==> src/rtl/eprisc_io_arbiter.sv <==
// Two-master arbiter in front of a single 4-register peripheral bus (round-robin or fixed priority).
// Latency: request sampled in IDLE -> ack after WAIT_STATES+2 cycles; one transaction per WAIT_STATES+3 cycles.
// Backpressure: masters hold req until ack; requests are ignored outside IDLE, so the loser simply waits.
module eprisc_io_arbiter #(
    parameter int unsigned WAIT_STATES = 1,
    parameter bit          FAIR        = 1'b1
) (
    input  logic        iClock,
    input  logic        iReset_n,
    input  logic        iM0Req,
    input  logic        iM1Req,
    input  logic        iM0Write,
    input  logic        iM1Write,
    input  logic [1:0]  iM0Address,
    input  logic [1:0]  iM1Address,
    input  logic [15:0] iM0Data,
    input  logic [15:0] iM1Data,
    output logic        oM0Ack,
    output logic        oM1Ack,
    output logic [15:0] oM0Data,
    output logic [15:0] oM1Data,
    output logic [1:0]  oAddress,
    output logic [15:0] oData,
    input  logic [15:0] iData,
    output logic        oWrite,
    output logic        oEnable,
    output logic        oBusy
);

    localparam logic [1:0] ST_IDLE   = 2'd0;
    localparam logic [1:0] ST_ACCESS = 2'd1;
    localparam logic [1:0] ST_DONE   = 2'd2;

    // Index of the final ACCESS cycle; the enable is held for CNT_LAST+1 cycles.
    localparam logic [3:0] CNT_LAST = 4'(WAIT_STATES);

    logic [1:0]  state_q, state_d;
    logic [3:0]  cnt_q, cnt_d;
    logic        wr_q, wr_d;
    logic [1:0]  addr_q, addr_d;
    logic [15:0] wdat_q, wdat_d;
    logic [15:0] rdat_q, rdat_d;
    logic        gnt_q, gnt_d;    // 0 = M0, 1 = M1 owns the current transaction
    logic        last_q, last_d;  // master granted most recently; resets to M1 so M0 wins first
    logic        win;

    // Winner selection: a lone request always wins; a conflict goes to the
    // master not granted last (FAIR) or to M0 (fixed priority).
    always_comb begin
        win = 1'b0;
        if (iM0Req && iM1Req) begin
            win = FAIR ? ~last_q : 1'b0;
        end else begin
            win = iM1Req;
        end
    end

    // Next-state logic for the IDLE -> ACCESS -> DONE sequence and its datapath latches.
    always_comb begin
        state_d = state_q;
        cnt_d   = cnt_q;
        wr_d    = wr_q;
        addr_d  = addr_q;
        wdat_d  = wdat_q;
        rdat_d  = rdat_q;
        gnt_d   = gnt_q;
        last_d  = last_q;
        case (state_q)
            ST_IDLE: begin
                if (iM0Req || iM1Req) begin
                    gnt_d   = win;
                    last_d  = win;
                    wr_d    = win ? iM1Write   : iM0Write;
                    addr_d  = win ? iM1Address : iM0Address;
                    wdat_d  = win ? iM1Data    : iM0Data;
                    cnt_d   = 4'd0;
                    state_d = ST_ACCESS;
                end
            end
            ST_ACCESS: begin
                if (cnt_q == CNT_LAST) begin
                    // Peripheral read data is captured only on the last enable cycle.
                    if (!wr_q) begin
                        rdat_d = iData;
                    end
                    cnt_d   = 4'd0;
                    state_d = ST_DONE;
                end else begin
                    cnt_d = cnt_q + 4'd1;
                end
            end
            ST_DONE: begin
                state_d = ST_IDLE;
            end
            default: begin
                state_d = ST_IDLE;
                cnt_d   = 4'd0;
            end
        endcase
    end

    // State and datapath registers; reset aborts any transaction in flight.
    always_ff @(posedge iClock or negedge iReset_n) begin
        if (!iReset_n) begin
            state_q <= ST_IDLE;
            cnt_q   <= 4'd0;
            wr_q    <= 1'b0;
            addr_q  <= 2'd0;
            wdat_q  <= 16'd0;
            rdat_q  <= 16'd0;
            gnt_q   <= 1'b0;
            last_q  <= 1'b1;
        end else begin
            state_q <= state_d;
            cnt_q   <= cnt_d;
            wr_q    <= wr_d;
            addr_q  <= addr_d;
            wdat_q  <= wdat_d;
            rdat_q  <= rdat_d;
            gnt_q   <= gnt_d;
            last_q  <= last_d;
        end
    end

    // Peripheral strobes are gated by ACCESS so the bus is all-zero at any other time.
    always_comb begin
        oEnable  = (state_q == ST_ACCESS);
        oWrite   = oEnable ? wr_q   : 1'b0;
        oAddress = oEnable ? addr_q : 2'd0;
        oData    = oEnable ? wdat_q : 16'd0;
        oBusy    = (state_q != ST_IDLE);
        oM0Ack   = (state_q == ST_DONE) && !gnt_q;
        oM1Ack   = (state_q == ST_DONE) &&  gnt_q;
        oM0Data  = gnt_q ? 16'd0  : rdat_q;
        oM1Data  = gnt_q ? rdat_q : 16'd0;
    end

endmodule

==> config.mk <==
export PLATFORM = sky130hd
export DESIGN_NAME = eprisc_io_arbiter
export DESIGN_NICKNAME = d
export VERILOG_FILES = /design/src/rtl/eprisc_io_arbiter.sv
export SDC_FILE = /design/constraint.sdc
export NUM_CORES = 1
export LEC_CHECK = 0
export ABC_AREA = 1
export CELL_PAD_IN_SITES_DETAIL_PLACEMENT = 2
export CELL_PAD_IN_SITES_GLOBAL_PLACEMENT = 2
export CORE_MARGIN = 5
export CORE_UTILIZATION = 32
export DETAILED_ROUTE_END_ITERATION = 10
export DONT_BUFFER_PORTS = 1
export GPL_TIMING_DRIVEN = 0
export PLACE_DENSITY_LB_ADDON = 0.1
export SYNTH_ARGS = -nofsm -noshare
export SYNTH_HDL_FRONTEND = slang
export SYNTH_SLANG_ARGS = --single-unit
==> constraint.sdc <==
create_clock -name iClock -period 1.8 [get_ports iClock]
set_input_delay 0.54 -clock iClock [delete_from_list [all_inputs] [get_ports iClock]]
set_output_delay 0.54 -clock iClock [all_outputs]
set_load 0.03 [all_outputs]
==> results.toml, run 1 <==
[power_and_ir_drop]
peakVddDrop_uv = 591
pwr_density_cell_nw_per_um2 = 2230
p_leak_nw = 1.86
total_power_w = 0.00755

[worst_setup_path]
slowest_stage = "dfrtp_1"
cp-end-kind = "primary output"
critPathKind = "reg -> out"
arrival_ns = 1.31
path_cells = "inv_2 > nand2_8 > buf_16 > nor2_4"
worst-path-buf-inv = 2
cp_max_fo = 5
start_kind = "flop"
max_stage_delay_ns = 0.40
crit_required_ns = 1.26
cpLargestDelayFamily = "flip-flops"

[synth]
yosys.area.top_type = "dfrtp_1"
yosys.cell_types.count = 20
syn_area_per_cell_um2 = 6.54
ys_ff_latch = 43
syn_inst = 392
yosysTopAreaCellShare_pct = 41.0
synth_area_leaders = "dfrtp_1, nand2_1, inv_1"
synth_nets = 452
synthesis.area_um2 = 2560
synth_seq_area_share_pct = 42.0
ys.warnings.count = 0

[clock_tree]
cts_buffers = 5
cts-root-buf = "clkbuf_8"
cts.clk_slew.worst_paths_ns = 0.10
cts_buffer_depth = 2
cts_tree = "yes"
insertion_delay_ns = 0.31
cts.sinks = 43
htree_levels = 2

[sta]
worst_pin_slew_ns = 0.584
setup_tns_ns = -0.445
whs_ns = 0.0616
min_period_ns = 1.85
fin_crit_sh_pct = 103
finalHoldViolCount = 0
finalClockSkew_ns = 0.00900
slew_viol_final = 0
setup_viol = 19
setup_slack_ns = -0.0496
slew_headroom_pct = 60.7
fmax_mhz = 541
rsz0062_at_grt = "true"

[route]
drt_first_pass_iters = 4
routed_wl_um = 8730
antenna_left = 0
routedWlPerCell_um = 17.0
dr_total_vias = 2451
vias_per_cell = 4.77
drcViolationCount = 0
drt_iter0_markers = 36

[floorplanning]
start_util_pct = 33.0
die_area_um2 = 9910
fp-row-count = 32
chipWidth_um = 99.5
ios = 113
die_h_um = 99.5
core_um2 = 7770

[cells_and_area]
fin_util_pct = 43.6
final_layout_size_suffix_gt1_share_pct = 25.0
antenna_cells = 0
nNetsFinal = 471
syn2layout_area_growth_pct = 32.1

[place]
dp_hpwl_um = 5950
post-place-ws_ns = -0.124
globalplace.congestion = 0.700
port_buffers = 0

[global_routing]
use_met1_pct = 20.7
grt_max_degree = 43
grt_pass1_wl_um = 13900
use_met2_pct = 32.6
grt_pass1_vias = 2742
busiest_layer = "met2"
track_usage_pct = 17.8
antenna_found_initial = 0
use_met3_pct = 3.86
grt_remaining_overflow = 0

[status]
outcome = "finished with violations"
violations = "setup timing"

[hold_path]
min_path_type = "in -> async"

[job]
cap_violations = 0
metrics by stage:
stage	instance area (um^2)	cells
after global routing	3390	514
after CTS	3290	508
after global placement	2690	494
after detailed placement	2690	494
after floorplan	2560	392
final	3390	514
cell families (layout without fill, tap and decap cells):
group,after synthesis,count (layout),share of synthesized area [%]
adder cells (fa/ha/maj),2,2,0.975
AO/OA/AOI/OAI,4,4,0.781
AND/OR/NAND/NOR,228,228,38.2
flip-flops,43,43,42.0
buffers and inverters,115,135,18.0
layout make-up:
| class | instances | area, um^2 |
|---|---|---|
| clock buffers | 5 | 68.8 |
| repair buffers | 12 | 191 |
| multi-input cells | 234 | 1340 |
| fillers | 918 | 4380 |
| clock inverters | 3 | 23.8 |
| well taps | 102 | 128 |
| plain buffers | 18 | 188 |
| flip-flops and latches | 43 | 1080 |
| inverters | 97 | 374 |
synth_stat cells, drive strengths merged:
library cell,n
dfrtp,42
inv,97
clkbuf,7
nand3,61
nand4,3
o21ai,4
nand2,121
ha,2
buf,11
dfstp,1
nor2,43
timing repair:
action	in CTS	in global routing
endpoints found under the hold margin	42	0
hold buffers	1	0
gates cloned	3	3
setup endpoints to repair	51	39
pin swaps	18	10
resized for setup	113	18
setup buffers	2	3
registers in the layout, summed over array words and instances (netlist names):
name     flops
state_q      2
rdat_q      16
wdat_q      16
addr_q       2
cnt_q        4
last_q       1
gnt_q        1
wr_q         1
power by group:
group          internal (W)  switching, W
Combinational       0.00161       0.00346
Clock              0.000278      0.000371
Sequential          0.00144      0.000382
worst paths after layout:
check,from,end,slack [ns],cells past startpoint
hold reg to reg,last_q$_DFFE_PN1P_,last_q$_DFFE_PN1P_,0.49,2
max in group asynchronous,iReset_n,state_q[0]$_DFFE_PN0P_,1.52,1
min in group iClock,iData[12],rdat_q[12]$_DFFE_PN0P_,0.36,2
hold / removal,iReset_n,last_q$_DFFE_PN1P_,0.06,0
setup / recovery,state_q[1]$_DFFE_PN0P_,oData[14],-0.05,4
setup reg to reg,cnt_q[0]$_DFFE_PN0P_,rdat_q[13]$_DFFE_PN0P_,0.29,7
cells in the final DEF (no fill, tap or decap), drive strengths merged:
cell,instances
buf,23
clkbuf,12
clkinvlp,2
dfrtp,42
dfstp,1
ha,2
inv,98
nand2,121
nand3,61
nand4,3
nor2,43
o21ai,4
per-layer routing:
| metal | vias to the layer above | wire [um] | share of wire [%] |
|---|---|---|---|
| met4 | 0 | 103 | 1.2 |
| met1 | 1187 | 3540 | 41 |
| met3 | 5 | 422 | 4.8 |
| met2 | 77 | 4660 | 53 |
| li1 | 1182 | - | - |
| met5 | - | 0 | 0 |
Power figures use the tool's default switching activity.
==> run 2: changes to the inputs <==
CORE_MARGIN = 10   (was 5)
==> results.toml, run 2 (same netlist as run 1, synthesis figures left out) <==
[status]
outcome = "finished with violations"
violations = "setup timing"

[sta]
whs_ns = 0.0777
slew_headroom_pct = 65.8
fmax_mhz = 537
worst_pin_slew_ns = 0.513
min_period_ns = 1.86
setup_tns_ns = -1.02
slew_viol_final = 0
fin_crit_sh_pct = 103
finalClockSkew_ns = 0.00651
setup_viol = 21
finalHoldViolCount = 0
setup_slack_ns = -0.0620
rsz0062_at_grt = "true"

[power_and_ir_drop]
pwr_density_cell_nw_per_um2 = 2200
seqPwrFrac_pct = 25.1
power.internal_w = 0.00315
p_comb_share_pct = 66.5
clkPwrFrac_pct = 8.4
p_leak_nw = 1.82
power.switching_w = 0.00409
switching_share_pct = 56.5
peakVddDrop_uv = 503

[clock_tree]
cts_tree = "yes"
htree_levels = 2
cts-root-buf = "clkbuf_8"
cts_buffers = 5
cts.sinks = 43
insertion_delay_ns = 0.29
cts_buffer_depth = 2
cts.clk_slew.worst_paths_ns = 0.08

[route]
drcViolationCount = 0
drt_iter0_markers = 46
antenna_left = 0
drt_first_pass_iters = 4
routed_wl_um = 9030
dr_total_vias = 2416
routedWlPerCell_um = 17.7
vias_per_cell = 4.75

[worst_setup_path]
cp-end-kind = "primary output"
cp_max_fo = 10
max_stage_delay_ns = 0.43
slowest_stage = "dfrtp_1"
arrival_ns = 1.32
path_cells = "inv_2 > nand2_8 > buf_12 > nor2_4"
cpLargestDelayFamily = "flip-flops"
critPathKind = "reg -> out"
worst-path-buf-inv = 2
crit_required_ns = 1.26
start_kind = "flop"

[cells_and_area]
fin_cells = 509
final_cell_mix = "nand2_1, inv_1, nand3_1"
nNetsFinal = 466
reg_top3 = "rdat_q: 16 flops, wdat_q: 16 flops, cnt_q: 4 flops"
fin_util_pct = 42.3
syn2layout_area_growth_pct = 28.2
mostFrequentLayoutCell = "nand2_1"
nFillCells = 910
antenna_cells = 0
final_layout_size_suffix_gt1_share_pct = 22.9

[global_routing]
track_usage_pct = 14.9
grt_max_degree = 43
grt_pass1_vias = 2686
grt_remaining_overflow = 0
grt_pass1_wl_um = 14100
antenna_found_initial = 0

[place]
port_buffers = 0
globalplace.congestion = 0.714
dp_hpwl_um = 6490
dp.cells = 494
post-place-ws_ns = -0.114

[job]
cap_violations = 0

[floorplanning]
start_util_pct = 33.0
chipWidth_um = 110
fp-row-count = 32
core_um2 = 7770
die_area_um2 = 12000
ios = 113
die_h_um = 110

[hold_path]
min_path_type = "in -> async"
==> run 2: cell count changes in the layout (fill, tap and decap cells not counted) <==
cell        previous run  this run
buf_4                  9         6
clkbuf_1               4         7
buf_16                 3         1
clkinvlp_4             2         0
inv_2                 13        15
inv_4                  4         2
nand2_1              112       114
nand2_2                7         5
buf_12                 3         4
buf_8                  2         1
inv_6                  1         0
nor2_2                 1         2
nor2_4                39        38
==> run 2: metrics by stage <==
| stage | total power, W | area, um^2 |
|---|---|---|
| after floorplan | 0.00461 | 2560 |
| after global placement | 0.00524 | 2690 |
| after detailed placement | 0.00535 | 2690 |
| after CTS | 0.00702 | 3180 |
| after global routing | 0.00784 | 3290 |
| final | 0.00725 | 3290 |
==> run 2: path summary, 6_finish.rpt <==
| path | startpoint | end | slack (ns) | cells after the start |
|---|---|---|---|---|
| setup / recovery | state_q[1]$_DFFE_PN0P_ | oData[6] | -0.06 | 4 |
| hold / removal | iReset_n | wdat_q[1]$_DFFE_PN0P_ | 0.08 | 1 |
| setup reg to reg | state_q[1]$_DFFE_PN0P_ | wdat_q[6]$_DFFE_PN0P_ | 0.25 | 8 |
| hold reg to reg | last_q$_DFFE_PN1P_ | last_q$_DFFE_PN1P_ | 0.48 | 2 |
| max in group asynchronous | iReset_n | state_q[0]$_DFFE_PN0P_ | 1.50 | 1 |
| min in group iClock | iData[2] | rdat_q[2]$_DFFE_PN0P_ | 0.38 | 2 |
==> run 2: layout make-up <==
type	count	area, um^2	area share (%)
Multi-Input combinational cell	234	1330	40.4
Sequential cell	43	1080	32.8
Inverter	97	369	11.2
Buffer	18	188	5.71
Tap cell	102	128	3.88
Timing Repair Buffer	7	119	3.61
Clock buffer	8	80.1	2.43
==> run 2: per-layer routing <==
| layer | global-route usage, % | vias to the layer above | part of all wire, % |
|---|---|---|---|
| met5 | 0 | - | 0 |
| met4 | 3.72 | 0 | 0.91 |
| met3 | 5.62 | 4 | 8.4 |
| met2 | 26.5 | 77 | 53 |
| met1 | 16.3 | 1173 | 38 |
| li1 | - | 1162 | - |
==> run 2: power groups by stage <==
stage	registers (W)	logic (W)	clock network (W)
after global routing	0.00189	0.00528	0.000669
after global placement	0.00176	0.00348	0
after CTS	0.00177	0.00461	0.000633
after detailed placement	0.00179	0.00356	0
after floorplan	0.00170	0.00291	0
final	0.00182	0.00482	0.000607
==> run 2: repair_timing <==
action,CTS,global route
cloned,2,2
resized for setup,105,20
endpoints found under the setup margin,51,51
endpoints found under the hold margin,42,0
hold buffers,1,0
pin swaps,13,11
setup buffers,0,2
==> run 3: changes to the inputs <==
ABC_AREA = 0   (was 1)
CORE_UTILIZATION = 37   (was 32)
GPL_ROUTABILITY_DRIVEN = 0   (was unset)
==> results.toml, run 3 <==
[status]
outcome = "finished with violations"
violations = "setup timing"

[sta]
finalHoldViolCount = 0
slew_viol_final = 0
rsz0062_at_grt = "true"
setup_slack_ns = -0.0900
finalClockSkew_ns = 0.00383
fin_crit_sh_pct = 105
worst_pin_slew_ns = 0.612
slew_headroom_pct = 59.1
setup_viol = 40
min_period_ns = 1.89
fmax_mhz = 529

[worst_setup_path]
crit_required_ns = 1.97
critPathKind = "reg -> reg"
cp_max_fo = 5
worst-path-buf-inv = 2
r2r_end = "rdat_q[14]$_DFFE_PN0P_"
cpLargestDelayFamily = "simple AND/OR/NAND/NOR gates"
cp-end-kind = "flop"
max_stage_delay_ns = 0.39
cp_num_cells = 6
startpoint = "cnt_q[1]$_DFFE_PN0P_"
worstRegToRegCells = 6
slowest_stage = "dfrtp_1"
path_cells = "inv_2 > ha_4 > or3b_4 > nor3_4 > buf_6 > mux2_4"
endpoint = "rdat_q[14]$_DFFE_PN0P_"
r2r-start = "cnt_q[1]$_DFFE_PN0P_"
arrival_ns = 2.06
reg2reg_slack_ns = -0.09
start_kind = "flop"

[floorplanning]
die_h_um = 98.7
fp-row-count = 28
ios = 113
start_util_pct = 38.5
chipWidth_um = 98.7
core_um2 = 5960
die_area_um2 = 9740

[synth]
syn_inst = 190
synth_common_cells = "mux2_2, dfrtp_1, and2_1"
synth_edf_count = 0
ys_ff_latch = 43
synth_area_leaders = "dfrtp_1, mux2_2, and2_1"
async_flop_share_pct = 100
ys.flop_type = "dfrtp_1"
yosys.area.top_type = "dfrtp_1"
ys.warnings.count = 0
yosys.cell_types.count = 32
synthesis.area_um2 = 2290
synth_nets = 250
yosysTopAreaCellShare_pct = 45.9
synth_seq_area_share_pct = 47.0
syn_area_per_cell_um2 = 12.1
yosysMostFrequentCell = "mux2_2"

[job]
cap_violations = 0

[global_routing]
antenna_found_initial = 0
grt_max_degree = 43
track_usage_pct = 14.6
grt_remaining_overflow = 0
grt_pass1_wl_um = 11300
grt_pass1_vias = 1913

[cells_and_area]
final_cell_mix = "dfrtp_1, mux2_2, and2_4"
reg_top3 = "rdat_q: 16 flops, wdat_q: 16 flops, cnt_q: 4 flops"
multi_input_area_um2 = 1430
antenna_cells = 0
seq_area_um2 = 1080
nFillCells = 553
final_layout_size_suffix_gt1_share_pct = 69.8
fin_util_pct = 51.1
syn2layout_area_growth_pct = 32.8
nNetsFinal = 274
mostFrequentLayoutCell = "dfrtp_1"

[power_and_ir_drop]
p_leak_nw = 1.36
peakVddDrop_uv = 1120
seqPwrFrac_pct = 25.3
switching_share_pct = 45.7
power.internal_w = 0.00399
power.switching_w = 0.00336
pwr_density_cell_nw_per_um2 = 2410
clkPwrFrac_pct = 9.1
p_comb_share_pct = 65.6

[clock_tree]
cts.clk_slew.worst_paths_ns = 0.08
cts.sinks = 43
cts_buffer_depth = 2
cts_tree = "yes"
cts_buffers = 5
cts-root-buf = "clkbuf_8"
insertion_delay_ns = 0.29
htree_levels = 2

[place]
dp_hpwl_um = 5080
post-place-ws_ns = -0.335
port_buffers = 0

[route]
drcViolationCount = 0
drt_first_pass_iters = 3
drt_iter0_markers = 29
dr_total_vias = 1551
routedWlPerCell_um = 25.6
routed_wl_um = 7430
antenna_left = 0
vias_per_cell = 5.35

[hold_path]
min_path_type = "in -> async"
-- run 3: cell types whose count changed after synthesis, sizes merged, moves of 3 or more --
cell / previous run / this run
mux2: 0 / 54
o21ai: 4 / 1
inv: 97 / 3
nand3: 61 / 1
nand2: 121 / 2
nor2: 43 / 3
nor2b: 0 / 16
buf: 11 / 5
and2: 0 / 35
nand4: 3 / 0
-- run 3: worst min path at each step --
stage                  start                     to
floorplan           iReset_n  addr_q[0]$_DFFE_PN0P_
global placement    iReset_n  rdat_q[0]$_DFFE_PN0P_
detailed placement  iReset_n  rdat_q[0]$_DFFE_PN0P_
CTS                 iReset_n     last_q$_DFFE_PN1P_
global route        iReset_n     last_q$_DFFE_PN1P_
finish              iReset_n  rdat_q[1]$_DFFE_PN0P_
-- run 3: repair_timing --
action / 4_1_cts / 5_1_grt
hold buffers: 1 / 0
pin swaps: 10 / 2
resized for setup: 121 / 22
hold endpoints to repair: 42 / 0
cloned: 4 / 0
endpoints found under the setup margin: 81 / 71
buffers inserted: 14 / 1
-- run 3: layout make-up --
type / instances / area share (%)
Buffer: 8 / 3.41
Clock buffer: 8 / 3.29
Inverter: 3 / 0.617
Multi-Input combinational cell: 134 / 46.8
Sequential cell: 43 / 35.5
Tap cell: 75 / 3.08
Timing Repair Buffer: 19 / 7.28
-- run 3: routing by layer --
metal / up-vias / routed length (um) / GRT usage, %
met4: 0 / 100 / 3.31
met3: 8 / 603 / 6.15
met1: 781 / 2750 / 14.9
met5: - / 0 / 0
li1: 695 / - / -
met2: 67 / 3980 / 26.9
-- run 3: power by group through the flow --
| stage | Combinational, W | Sequential [W] | Clock (W) |
|---|---|---|---|
| finish | 0.00481 | 0.00186 | 0.000667 |
| global route | 0.00508 | 0.00194 | 0.000737 |
| CTS | 0.00477 | 0.00183 | 0.000690 |
| detailed placement | 0.00340 | 0.00180 | 0 |
| global placement | 0.00329 | 0.00175 | 0 |
| floorplan | 0.00293 | 0.00168 | 0 |
-- run 3: logic make-up (layout without fill, tap and decap cells) --
kind of cell	count (synthesis)	in the layout	synth area share, %
adders and majority gates	2	2	1.09
and+or+nand+nor	66	66	18.4
muxes	54	54	26.5
buffers and inverters	13	38	3.06
AOI/OAI and AO/OA	12	12	3.93
DFF	43	43	47.0
-- run 3: through the flow --
| stage | hold slack (ns) | setup TNS (ns) | instances | power, W | area, um^2 |
|---|---|---|---|---|---|
| floorplan | 0.244 | -0.436 | 190 | 0.00461 | 2320 |
| global placement | 0.246 | -7.03 | 265 | 0.00503 | 2410 |
| detailed placement | 0.246 | -10.46 | 265 | 0.00520 | 2410 |
| CTS | 0.0714 | -3.90 | 292 | 0.00729 | 3030 |
| global route | 0.0622 | -4.58 | 290 | 0.00775 | 3040 |
| finish | 0.0810 | -1.94 | 290 | 0.00734 | 3040 |
-- run 3: worst register-to-register path, stage by stage, from the launching register on --
cell and delay [ns]:
dfrtp_1 0.39, inv_2 0.08, ha_4 0.14, or3b_4 0.39
nor3_4 0.27, buf_6 0.19, mux2_4 0.31
